## src/rtl/pipe_queue.sv

```systemverilog
`default_nettype none
// ============================================================================
//  Module      : pipe_queue
//  Description : Parametrised inter-stage payload buffer. Holds up to DEPTH
//                WIDTH-bit payloads between two pipeline stages using a
//                valid/ready handshake on both sides. A synchronous flush
//                kills every held entry (branch/jump/trap redirect).
//  Parameters  : WIDTH - payload width in bits
//                DEPTH - number of entries (>= 1, any integer)
//                CNT_W - occupancy counter width (derived, do not override)
//  Ports       : clk      - rising-edge clock
//                resetN   - asynchronous active-low reset
//                flush    - synchronous kill of all entries
//                inValid  - upstream payload valid
//                inReady  - queue can accept a payload this cycle
//                inData   - upstream payload
//                outValid - head entry valid
//                outReady - downstream consumes head this cycle
//                outData  - head payload
//                count    - current occupancy, 0..DEPTH
//  Options     : PIPE_QUEUE_BYPASS_EN - when defined, an empty queue forwards
//                inValid/inData combinationally to outValid/outData.
//  Revision    : 1.0 - initial release
// ============================================================================
module pipe_queue #(
    parameter int WIDTH = 97,
    parameter int DEPTH = 2,
    parameter int CNT_W = $clog2(DEPTH + 1)
) (
    input  logic             clk,
    input  logic             resetN,
    input  logic             flush,
    input  logic             inValid,
    output logic             inReady,
    input  logic [WIDTH-1:0] inData,
    output logic             outValid,
    input  logic             outReady,
    output logic [WIDTH-1:0] outData,
    output logic [CNT_W-1:0] count
);

    localparam int PTR_W = (DEPTH > 1) ? $clog2(DEPTH) : 1;
    localparam logic [CNT_W-1:0] c_FULL_CNT = CNT_W'(DEPTH);
    localparam logic [PTR_W-1:0] c_LAST_PTR = PTR_W'(DEPTH - 1);

    logic [WIDTH-1:0] r_mem [DEPTH];
    logic [PTR_W-1:0] r_head;
    logic [PTR_W-1:0] r_tail;
    logic [CNT_W-1:0] r_count;

    logic w_empty;
    logic w_full;
    logic w_push;   // payload is written into storage
    logic w_pop;    // stored head entry is consumed

    // Pointers wrap explicitly so DEPTH need not be a power of two.
    function automatic logic [PTR_W-1:0] f_next_ptr(input logic [PTR_W-1:0] p);
        return (p == c_LAST_PTR) ? '0 : p + 1'b1;
    endfunction

    assign w_empty = (r_count == '0);
    assign w_full  = (r_count == c_FULL_CNT);
    assign inReady = ~w_full;
    assign count   = r_count;

`ifdef PIPE_QUEUE_BYPASS_EN
    logic w_bypass_take;

    // Empty queue: payload goes straight through. If it is consumed in the
    // same cycle it never touches storage and occupancy stays zero.
    assign w_bypass_take = w_empty & ~flush & inValid & outReady;
    assign outValid      = w_empty ? (inValid & ~flush) : 1'b1;
    assign outData       = w_empty ? inData : r_mem[r_head];
    assign w_push        = inValid & ~w_full & ~flush & ~w_bypass_take;
    assign w_pop         = ~w_empty & outReady & ~flush;
`else
    assign outValid = ~w_empty;
    assign outData  = r_mem[r_head];
    assign w_push   = inValid & ~w_full & ~flush;
    assign w_pop    = ~w_empty & outReady & ~flush;
`endif

    // Storage is deliberately not reset; contents are only observed while
    // the corresponding entry is valid.
    always_ff @(posedge clk) begin
        if (w_push) begin
            r_mem[r_tail] <= inData;
        end
    end

    always_ff @(posedge clk or negedge resetN) begin
        if (!resetN) begin
            r_head  <= '0;
            r_tail  <= '0;
            r_count <= '0;
        end else if (flush) begin
            r_head  <= '0;
            r_tail  <= '0;
            r_count <= '0;
        end else begin
            if (w_push) begin
                r_tail <= f_next_ptr(r_tail);
            end
            if (w_pop) begin
                r_head <= f_next_ptr(r_head);
            end
            case ({w_push, w_pop})
                2'b10:   r_count <= r_count + 1'b1;
                2'b01:   r_count <= r_count - 1'b1;
                default: r_count <= r_count;
            endcase
        end
    end

endmodule
`default_nettype wire

```

## config.mk

```make
export PLATFORM = sky130hd
export DESIGN_NAME = pipe_queue
export DESIGN_NICKNAME = d
export VERILOG_FILES = /design/src/rtl/pipe_queue.sv
export SDC_FILE = /design/constraint.sdc
export NUM_CORES = 1
export LEC_CHECK = 0
export CORE_MARGIN = 4
export CORE_UTILIZATION = 40
export DETAILED_ROUTE_END_ITERATION = 12
export PLACE_DENSITY = 0.74
export SETUP_SLACK_MARGIN = 0.02
export SYNTH_ARGS = -nofsm -noshare
export SYNTH_HDL_FRONTEND = slang
export SYNTH_SLANG_ARGS = --single-unit
```

## constraint.sdc

```tcl
create_clock -name clk -period 15.41 [get_ports clk]
set_input_delay 2.3115 -clock clk [delete_from_list [all_inputs] [get_ports clk]]
set_output_delay 2.3115 -clock clk [all_outputs]
set_load 0.03 [all_outputs]
```

==> flow_metrics.tcl, run 1 <==
set metrics [dict create \
    status "completed" \
    rows 49 \
    ir_worst_vdd_mv 0.0716 \
    grt_overflow 0 \
    grt_antenna_before_repair 0 \
    required_ns 13.10 \
    yosysTopAreaCell "edfxtp_1" \
    place_ws_ns 10.37 \
    crit_fanout 55 \
    synth_common_cells "194 x edfxtp_1, 77 x mux2_2, 20 x mux2_4" \
    syn_area_mm2 0.00730 \
    r2r_start "count[1]" \
    cts_tree "done" \
    power_frac_seq_pct 51.7 \
    p_sw_w 0.000296 \
    clkPwrFrac_pct 34.0 \
    clkSinkCount 198 \
    synth_async_sr_flop_share_pct 2.02 \
    port_buffers 202 \
    hold_path.class "reg -> reg" \
    cts_root_buf "clkbuf_16" \
    start_kind "flop" \
    setup_slack_ns 9.98 \
    vias 3750 \
    end_kind "output pin" \
    multi_input_area_mm2 0.00130 \
    r2r-end "r_mem[0][80]" \
    hp-start "r_tail" \
    instances_no_fill 785 \
    worst_pin_slew_ns 0.920 \
    grt_pass1_wl_um 21900 \
    placed_cells 753 \
    synthFlopType "edfxtp_1" \
    drtAntennaViolNets 0 \
    synth_most_common_cell "edfxtp_1" \
    cts.clk_slew.worst_paths_ns 0.06 \
    post_cts_resized 0 \
    drtIter0Drc 153 \
    grt_pass1_vias 4111 \
    clk_latency_ns 0.42 \
    utilization_pct 56.4 \
    clock_path_buffers 2 \
    grt_start_max_net_pins 67 \
    yosys_warnings 0 \
    ff2ff_path_depth 5 \
    synth_fp_nets 430 \
    design.portCount 203 \
    totalNegativeSetupSlack_ns 0 \
    drive_above_1_share_pct 25.2 \
    grtUsageTotal_pct 14.0 \
    p_comb_share_pct 14.3 \
    sw_frac_of_total_pct 24.5 \
    postCtsSetupRepairBufs 0 \
    area_growth_pct 38.7 \
    ys_types 22 \
    n_fill_cell 1389 \
    skew_ns 0.00805 \
    core_mm2 0.0180 \
    die_width_um 143 \
    power.density_mw_per_mm2 119 \
    firstDrtPassIters 4 \
    synth_top_area_share_pct 79.8 \
    globalplace.congestion 0.729 \
    p_int_w 0.000911 \
    synth_edf_count 194 \
    diodes 0 \
    max_slew_margin_pct 38.7 \
    whs_endpoint "r_tail" \
    cap_violations 0 \
    post-dp-hpwl_um 9490 \
    ys_top_cells_by_area "edfxtp_1 80%, mux2_2 12%, mux2_4 4.1%" \
    htree_num_levels 4 \
    arrival_ns 3.12 \
    leakagePower_nw 3.38 \
    seqCellArea_mm2 0.00593 \
    setup_viol 0 \
    hold_viol_final 0 \
    hold_buffers 0 \
    wl_per_cell_um 18.3 \
    holdPathStages 2 \
    dieArea_mm2 0.0205 \
    nNetsFinal 645 \
    cts-buffers-inserted 17 \
    critical_path_class "reg -> out" \
    wl_um 14400 \
    fmax_mhz 184 \
    drv_slew 0 \
    syn_avg_cell_area_um2 22.3 \
    start_util_pct 40.7 \
    fin_crit_sh_pct 35.2 \
    rrSetupSlack_ns 13.23 \
    finalCriticalPeriod_ns 5.43 \
    synth_seq_area_share_pct 81.1 \
    synthCells 328 \
    drcViolationCount 0 \
    power_w 0.00121 \
    dieHeight_um 143 \
    avgViaCountPerCell 4.78 \
    ys_ff_latch 198 \
    rsz0062_at_grt "false" \
]
==> logic make-up after synthesis <==
logic type	share of synthesized area, %
buffers and inverters	1.20
AO/OA/AOI/OAI	0.617
multiplexers	16.1
XOR/XNOR	0.120
AND/OR/NAND/NOR	0.822
flip-flops	81.1
==> through the flow <==
step / hold WS [ns] / instance area (µm²)
6_report: 0.600 / 10100
3_5_place_dp: 0.598 / 9580
2_1_floorplan: 0.529 / 7300
3_3_place_gp: 0.561 / 9580
4_1_cts: 0.607 / 10100
5_1_grt: 0.640 / 10100
==> per-layer routing <==
layer	track usage (%)	part of all wire (%)	vias to the layer above
met3	5.89	9.0	11
met4	3.90	0.85	0
met1	16.6	39	1869
li1	-	-	1736
met5	0	0	-
met2	23.7	51	134
==> sequential cells by signal, indices dropped and copies added, names as in the netlist <==
| signal | count |
|---|---|
| count | 2 |
| r_head | 1 |
| r_tail | 1 |
| r_mem | 194 |
==> worst max path at each step <==
| stage | end | startpoint |
|---|---|---|
| floorplan | r_mem[1][0] | inValid |
| global route | outData[78] | r_head |
| finish | outData[78] | r_head |
| CTS | outData[78] | r_head |
| detailed placement | outData[46] | r_head |
| global placement | outData[78] | r_head |
==> cell type report <==
type	count	share of cell area, %
multi-input combinational	117	12.8
clock inverter	15	1.20
tap	229	2.83
clock buffer	17	4.20
sequential	198	58.5
inverter	2	0.0741
timing repair buffer	207	20.3
==> power by group through the flow <==
stage / registers, W / clock network [W] / logic [W]
2_1_floorplan: 0.000633 / 0 / 0.0000978
3_3_place_gp: 0.000635 / 0 / 0.000172
3_5_place_dp: 0.000636 / 0 / 0.000174
4_1_cts: 0.000624 / 0.000423 / 0.000175
5_1_grt: 0.000626 / 0.000447 / 0.000181
6_report: 0.000624 / 0.000410 / 0.000172
==> placed cells by master (no fill, tap or decap), drive strengths merged <==
cell type and instances:
o211ai 1, nand2 1, nor2b 1, xor2 1, clkinvlp 3, a21oi 4
clkdlybuf4s50 202, clkbuf 17, mux2 97, buf 5, nor3b 2, o21ai 2
edfxtp 194, nand3b 1, a21o 1, or3 1, mux2i 1, dfrtp 4
nor3 1, inv 8, clkinv 6, nor2 1, or2 2
==> critical path, stage by stage, from the launching register on <==
cell             delay, ns
dfrtp_4               0.98
buf_4                 0.63
mux2_2                0.42
clkdlybuf4s50_1       0.62
(Power assumes the default switching activity.)
==> run 2, diff against run 1 <==
--- a/config.mk
+++ b/config.mk
@@ -8,7 +8,7 @@
 export CORE_MARGIN = 4
 export CORE_UTILIZATION = 40
 export DETAILED_ROUTE_END_ITERATION = 12
-export PLACE_DENSITY = 0.74
+export PLACE_DENSITY = 0.76
 export SETUP_SLACK_MARGIN = 0.02
 export SYNTH_ARGS = -nofsm -noshare
 export SYNTH_HDL_FRONTEND = slang
==> constraint.sdc (replaced) <==
create_clock -name clk -period 4.38 [get_ports clk]
set_input_delay 0.657 -clock clk [delete_from_list [all_inputs] [get_ports clk]]
set_output_delay 0.657 -clock clk [all_outputs]
set_load 0.03 [all_outputs]
==> flow_metrics.tcl, run 2 (synthesized netlist as in run 1, its figures left out) <==
set metrics [dict create \
    cts.clk_slew.worst_paths_ns 0.07 \
    critical_path_class "reg -> out" \
    firstDrtPassIters 4 \
    cts_tree "done" \
    clk_latency_ns 0.42 \
    use_met1_pct 17.0 \
    r2r-end "r_mem[1][53]" \
    worst_pin_slew_ns 0.791 \
    end_kind "output pin" \
    grtUsageTotal_pct 13.8 \
    grt_pass1_vias 4021 \
    setup_viol 0 \
    top_register "r_mem" \
    final_cell_mix "202 x clkdlybuf4s50_1, 194 x edfxtp_1, 77 x mux2_2" \
    dieHeight_um 143 \
    fmax_mhz 296 \
    area_growth_pct 39.2 \
    utilization_pct 56.6 \
    drtIter0Drc 158 \
    leakagePower_nw 3.39 \
    grt_pass1_wl_um 21400 \
    finalCriticalPeriod_ns 3.38 \
    rows 49 \
    largest_reg_flops 194 \
    start_kind "flop" \
    ir_worst_vdd_mv 0.261 \
    max_slew_margin_pct 47.3 \
    clock_path_buffers 2 \
    vias 3722 \
    top_usage_layer "met2" \
    globalplace.congestion 0.755 \
    die_width_um 143 \
    ff2ff_path_depth 5 \
    postCtsSetupRepairBufs 0 \
    nNetsFinal 645 \
    start_util_pct 40.7 \
    status "completed" \
    fin_crit_sh_pct 77.2 \
    hold_buffers 0 \
    wl_um 14000 \
    skew_ns 0.00565 \
    design.portCount 203 \
    final_common_cell "clkdlybuf4s50_1" \
    clkSinkCount 198 \
    grt_start_max_net_pins 60 \
    core_mm2 0.0180 \
    n_fill_cell 1348 \
    required_ns 3.72 \
    avgViaCountPerCell 4.74 \
    cts-buffers-inserted 17 \
    drive_above_1_share_pct 24.5 \
    diodes 0 \
    rrSetupSlack_ns 2.18 \
    totalNegativeSetupSlack_ns 0 \
    use_met2_pct 23.0 \
    power.density_mw_per_mm2 419 \
    post_cts_resized 0 \
    dieArea_mm2 0.0205 \
    wl_per_cell_um 17.8 \
    grt_overflow 0 \
    drv_slew 0 \
    grt_antenna_before_repair 0 \
    htree_num_levels 4 \
    post-dp-hpwl_um 9570 \
    port_buffers 202 \
    drtAntennaViolNets 0 \
    arrival_ns 2.72 \
    power_w 0.00426 \
    crit_fanout 52 \
    cts_root_buf "clkbuf_16" \
    hold_viol_final 0 \
    r2r_start "count[1]" \
    hold_path.class "in -> async" \
    drcViolationCount 0 \
    rsz0062_at_grt "false" \
    use_met3_pct 4.32 \
    cap_violations 0 \
]
run 2: cell count changes in the layout (fill, tap and decap cells not counted), moves of 2 or more:
cell,delta
inv_6,-2
clkinv_1,+2
clkinv_2,-2
clkbuf_1,+2
run 2: through the flow:
stage | cell area [µm²] | cells | setup WS [ns] | hold WS, ns
2_1_floorplan | 7330 | 328 | 0.238 | 0.361
3_3_place_gp | 9610 | 753 | 1.39 | 0.596
3_5_place_dp | 9610 | 753 | 1.37 | 0.624
4_1_cts | 10200 | 785 | 0.907 | 0.433
5_1_grt | 10200 | 785 | 0.859 | 0.448
6_report | 10200 | 785 | 1.00 | 0.458
run 2: worst max-delay path by stage:
stage | from | endpoint | slack, ns | depth (start not counted)
after global placement | r_head | outData[26] | 1.39 | 3
after CTS | r_head | outData[26] | 0.91 | 3
after detailed placement | r_head | outData[26] | 1.37 | 3
final | r_head | outData[43] | 1.00 | 3
after global routing | r_head | outData[90] | 0.86 | 3
after floorplan | count[1] | r_mem[1][0] | 0.24 | 4
run 2: worst max-delay path: stages, from the launching register on:
cell and delay, ns:
dfrtp_4 0.92, buf_12 0.37, mux2_2 0.38, clkdlybuf4s50_1 0.61
run 2: cell type report:
type,instances,area (µm²),share of cell area [%]
clock buffers,19,433,4.26
clock inverters,13,124,1.22
inverters,2,7.51,0.0738
multi-input cells,117,1310,12.9
flip-flops and latches,198,5930,58.3
well taps,229,287,2.82
repair buffers,207,2070,20.4
run 2: where the power goes:
| part | switching (W) | total, W | internal [W] |
|---|---|---|---|
| Sequential | 0.0000356 | 0.00219 | 0.00216 |
| Combinational | 0.000302 | 0.000610 | 0.000308 |
| Clock | 0.000662 | 0.00145 | 0.000793 |
| Total | 0.000999 | 0.00426 | 0.00326 |
run 2: layer usage:
metal	share of wire, %	vias to the layer above
li1	-	1736
met1	40	1824
met2	50	146
met3	8.2	16
met4	1.6	0
met5	0	-
==> run 3, diff against run 2 <==
--- a/config.mk
+++ b/config.mk
@@ -8,7 +8,7 @@
 export CORE_MARGIN = 4
 export CORE_UTILIZATION = 40
 export DETAILED_ROUTE_END_ITERATION = 12
-export PLACE_DENSITY = 0.76
+export PLACE_DENSITY = 0.74
 export SETUP_SLACK_MARGIN = 0.02
 export SYNTH_ARGS = -nofsm -noshare
 export SYNTH_HDL_FRONTEND = slang
==> constraint.sdc (replaced) <==
create_clock -name clk -period 3.48 [get_ports clk]
set_input_delay 0.522 -clock clk [delete_from_list [all_inputs] [get_ports clk]]
set_output_delay 0.522 -clock clk [all_outputs]
set_load 0.03 [all_outputs]
==> flow_metrics.tcl, run 3 (synthesized netlist as in run 1, its figures left out) <==
set metrics [dict create \
    post-dp-hpwl_um 9670 \
    cts_tree "done" \
    grt_start_max_net_pins 60 \
    finalCriticalPeriod_ns 3.05 \
    skew_ns 0.00994 \
    cap_violations 0 \
    cts_root_buf "clkbuf_16" \
    die_width_um 143 \
    power_w 0.00540 \
    ir_worst_vdd_mv 0.292 \
    hold_path.class "in -> async" \
    postCtsSetupRepairBufs 0 \
    utilization_pct 56.8 \
    start_util_pct 40.7 \
    cpPeakStageDelay_ns 0.72 \
    area_growth_pct 39.6 \
    vias 3759 \
    firstDrtPassIters 6 \
    worst_pin_slew_ns 0.836 \
    path_cells "buf_12, mux2_2, clkdlybuf4s50_1" \
    hold_viol_final 0 \
    nNetsFinal 646 \
    design.portCount 203 \
    whs_ns 0.313 \
    grtUsageTotal_pct 13.8 \
    final_area_mm2 0.0102 \
    end_kind "output pin" \
    crit_fanout 54 \
    drtAntennaViolNets 0 \
    wl_per_cell_um 18.1 \
    core_mm2 0.0180 \
    placed_area_mm2 0.00964 \
    fmax_mhz 328 \
    setup_viol 0 \
    drive_above_1_share_pct 25.5 \
    final_cell_mix "202 x clkdlybuf4s50_1, 194 x edfxtp_1, 77 x mux2_2" \
    arrival_ns 2.53 \
    grt_pass1_vias 4193 \
    drv_slew 0 \
    totalNegativeSetupSlack_ns 0 \
    setup.worst_path.start "r_head" \
    rows 49 \
    grt_pass1_wl_um 21600 \
    leakagePower_nw 3.41 \
    wl_um 14300 \
    diodes 0 \
    clock_path_buffers 2 \
    critPathSlowestCell "dfrtp_4" \
    cts.clk_slew.worst_paths_ns 0.07 \
    drtIter0Drc 165 \
    status "completed" \
    largest_reg_flops 194 \
    cts-buffers-inserted 17 \
    final_common_cell "clkdlybuf4s50_1" \
    clk_latency_ns 0.41 \
    required_ns 2.96 \
    clkSinkCount 198 \
    critical_path_class "reg -> out" \
    rsz0062_at_grt "false" \
    fin_crit_sh_pct 87.6 \
    dieHeight_um 143 \
    dieArea_mm2 0.0205 \
    grt_overflow 0 \
    grt_antenna_before_repair 0 \
    globalplace.congestion 0.749 \
    start_kind "flop" \
    drcViolationCount 0 \
    power.density_mw_per_mm2 530 \
    post_cts_resized 0 \
    hold_buffers 0 \
    r2r_start "count[1]" \
    max_slew_margin_pct 44.3 \
    port_buffers 202 \
    htree_num_levels 4 \
    avgViaCountPerCell 4.78 \
    top_register "r_mem" \
]
==> run 3: cell types whose count changed in the layout (fill, tap and decap cells not counted), sizes merged <==
| cell | before | now |
|---|---|---|
| buf | 5 | 6 |
| inv | 6 | 5 |
| bufinv | 1 | 2 |
| clkinvlp | 2 | 1 |
| clkbuf | 19 | 20 |
==> run 3: through the flow <==
step / setup slack [ns] / std cells
after floorplan: -0.279 / 328
after CTS: 0.367 / 786
after detailed placement: 0.834 / 754
after global routing: 0.312 / 786
after global placement: 0.858 / 754
final: 0.430 / 786
==> run 3: per-layer routing <==
layer,part of all wire (%),track usage (%)
met3,7.9,4.39
met5,0,0
met2,52,24.4
met4,1.2,4.10
met1,39,16.2
==> run 3: path summary, 6_finish.rpt <==
kind	cells after the start	slack [ns]	endpoint
min in group clk	2	0.62	r_tail
max in group asynchronous	1	2.96	r_head
max	3	0.43	outData[27]
min	1	0.31	count[0]
min reg2reg	2	0.62	r_tail
max reg2reg	5	1.43	r_mem[1][32]
==> run 3: worst max-delay path: cells and delay by family (launching register included) <==
family	cells	cell delay [ns]
flops	1	0.72
mux	1	0.39
buf+inv	2	0.94
==> run 3: layout make-up <==
type	instances	area, µm²
fillers	1397	7760
multi-input cells	117	1330
well taps	229	287
flip-flops and latches	198	5930
inverters	2	10.0
repair buffers	208	2080
clock inverters	12	126
clock buffers	20	437
==> run 3: power by group <==
part	total, W	internal (W)	switching, W
Sequential	0.00275	0.00272	0.0000361
Combinational	0.000783	0.000389	0.000394
Clock	0.00187	0.00106	0.000807
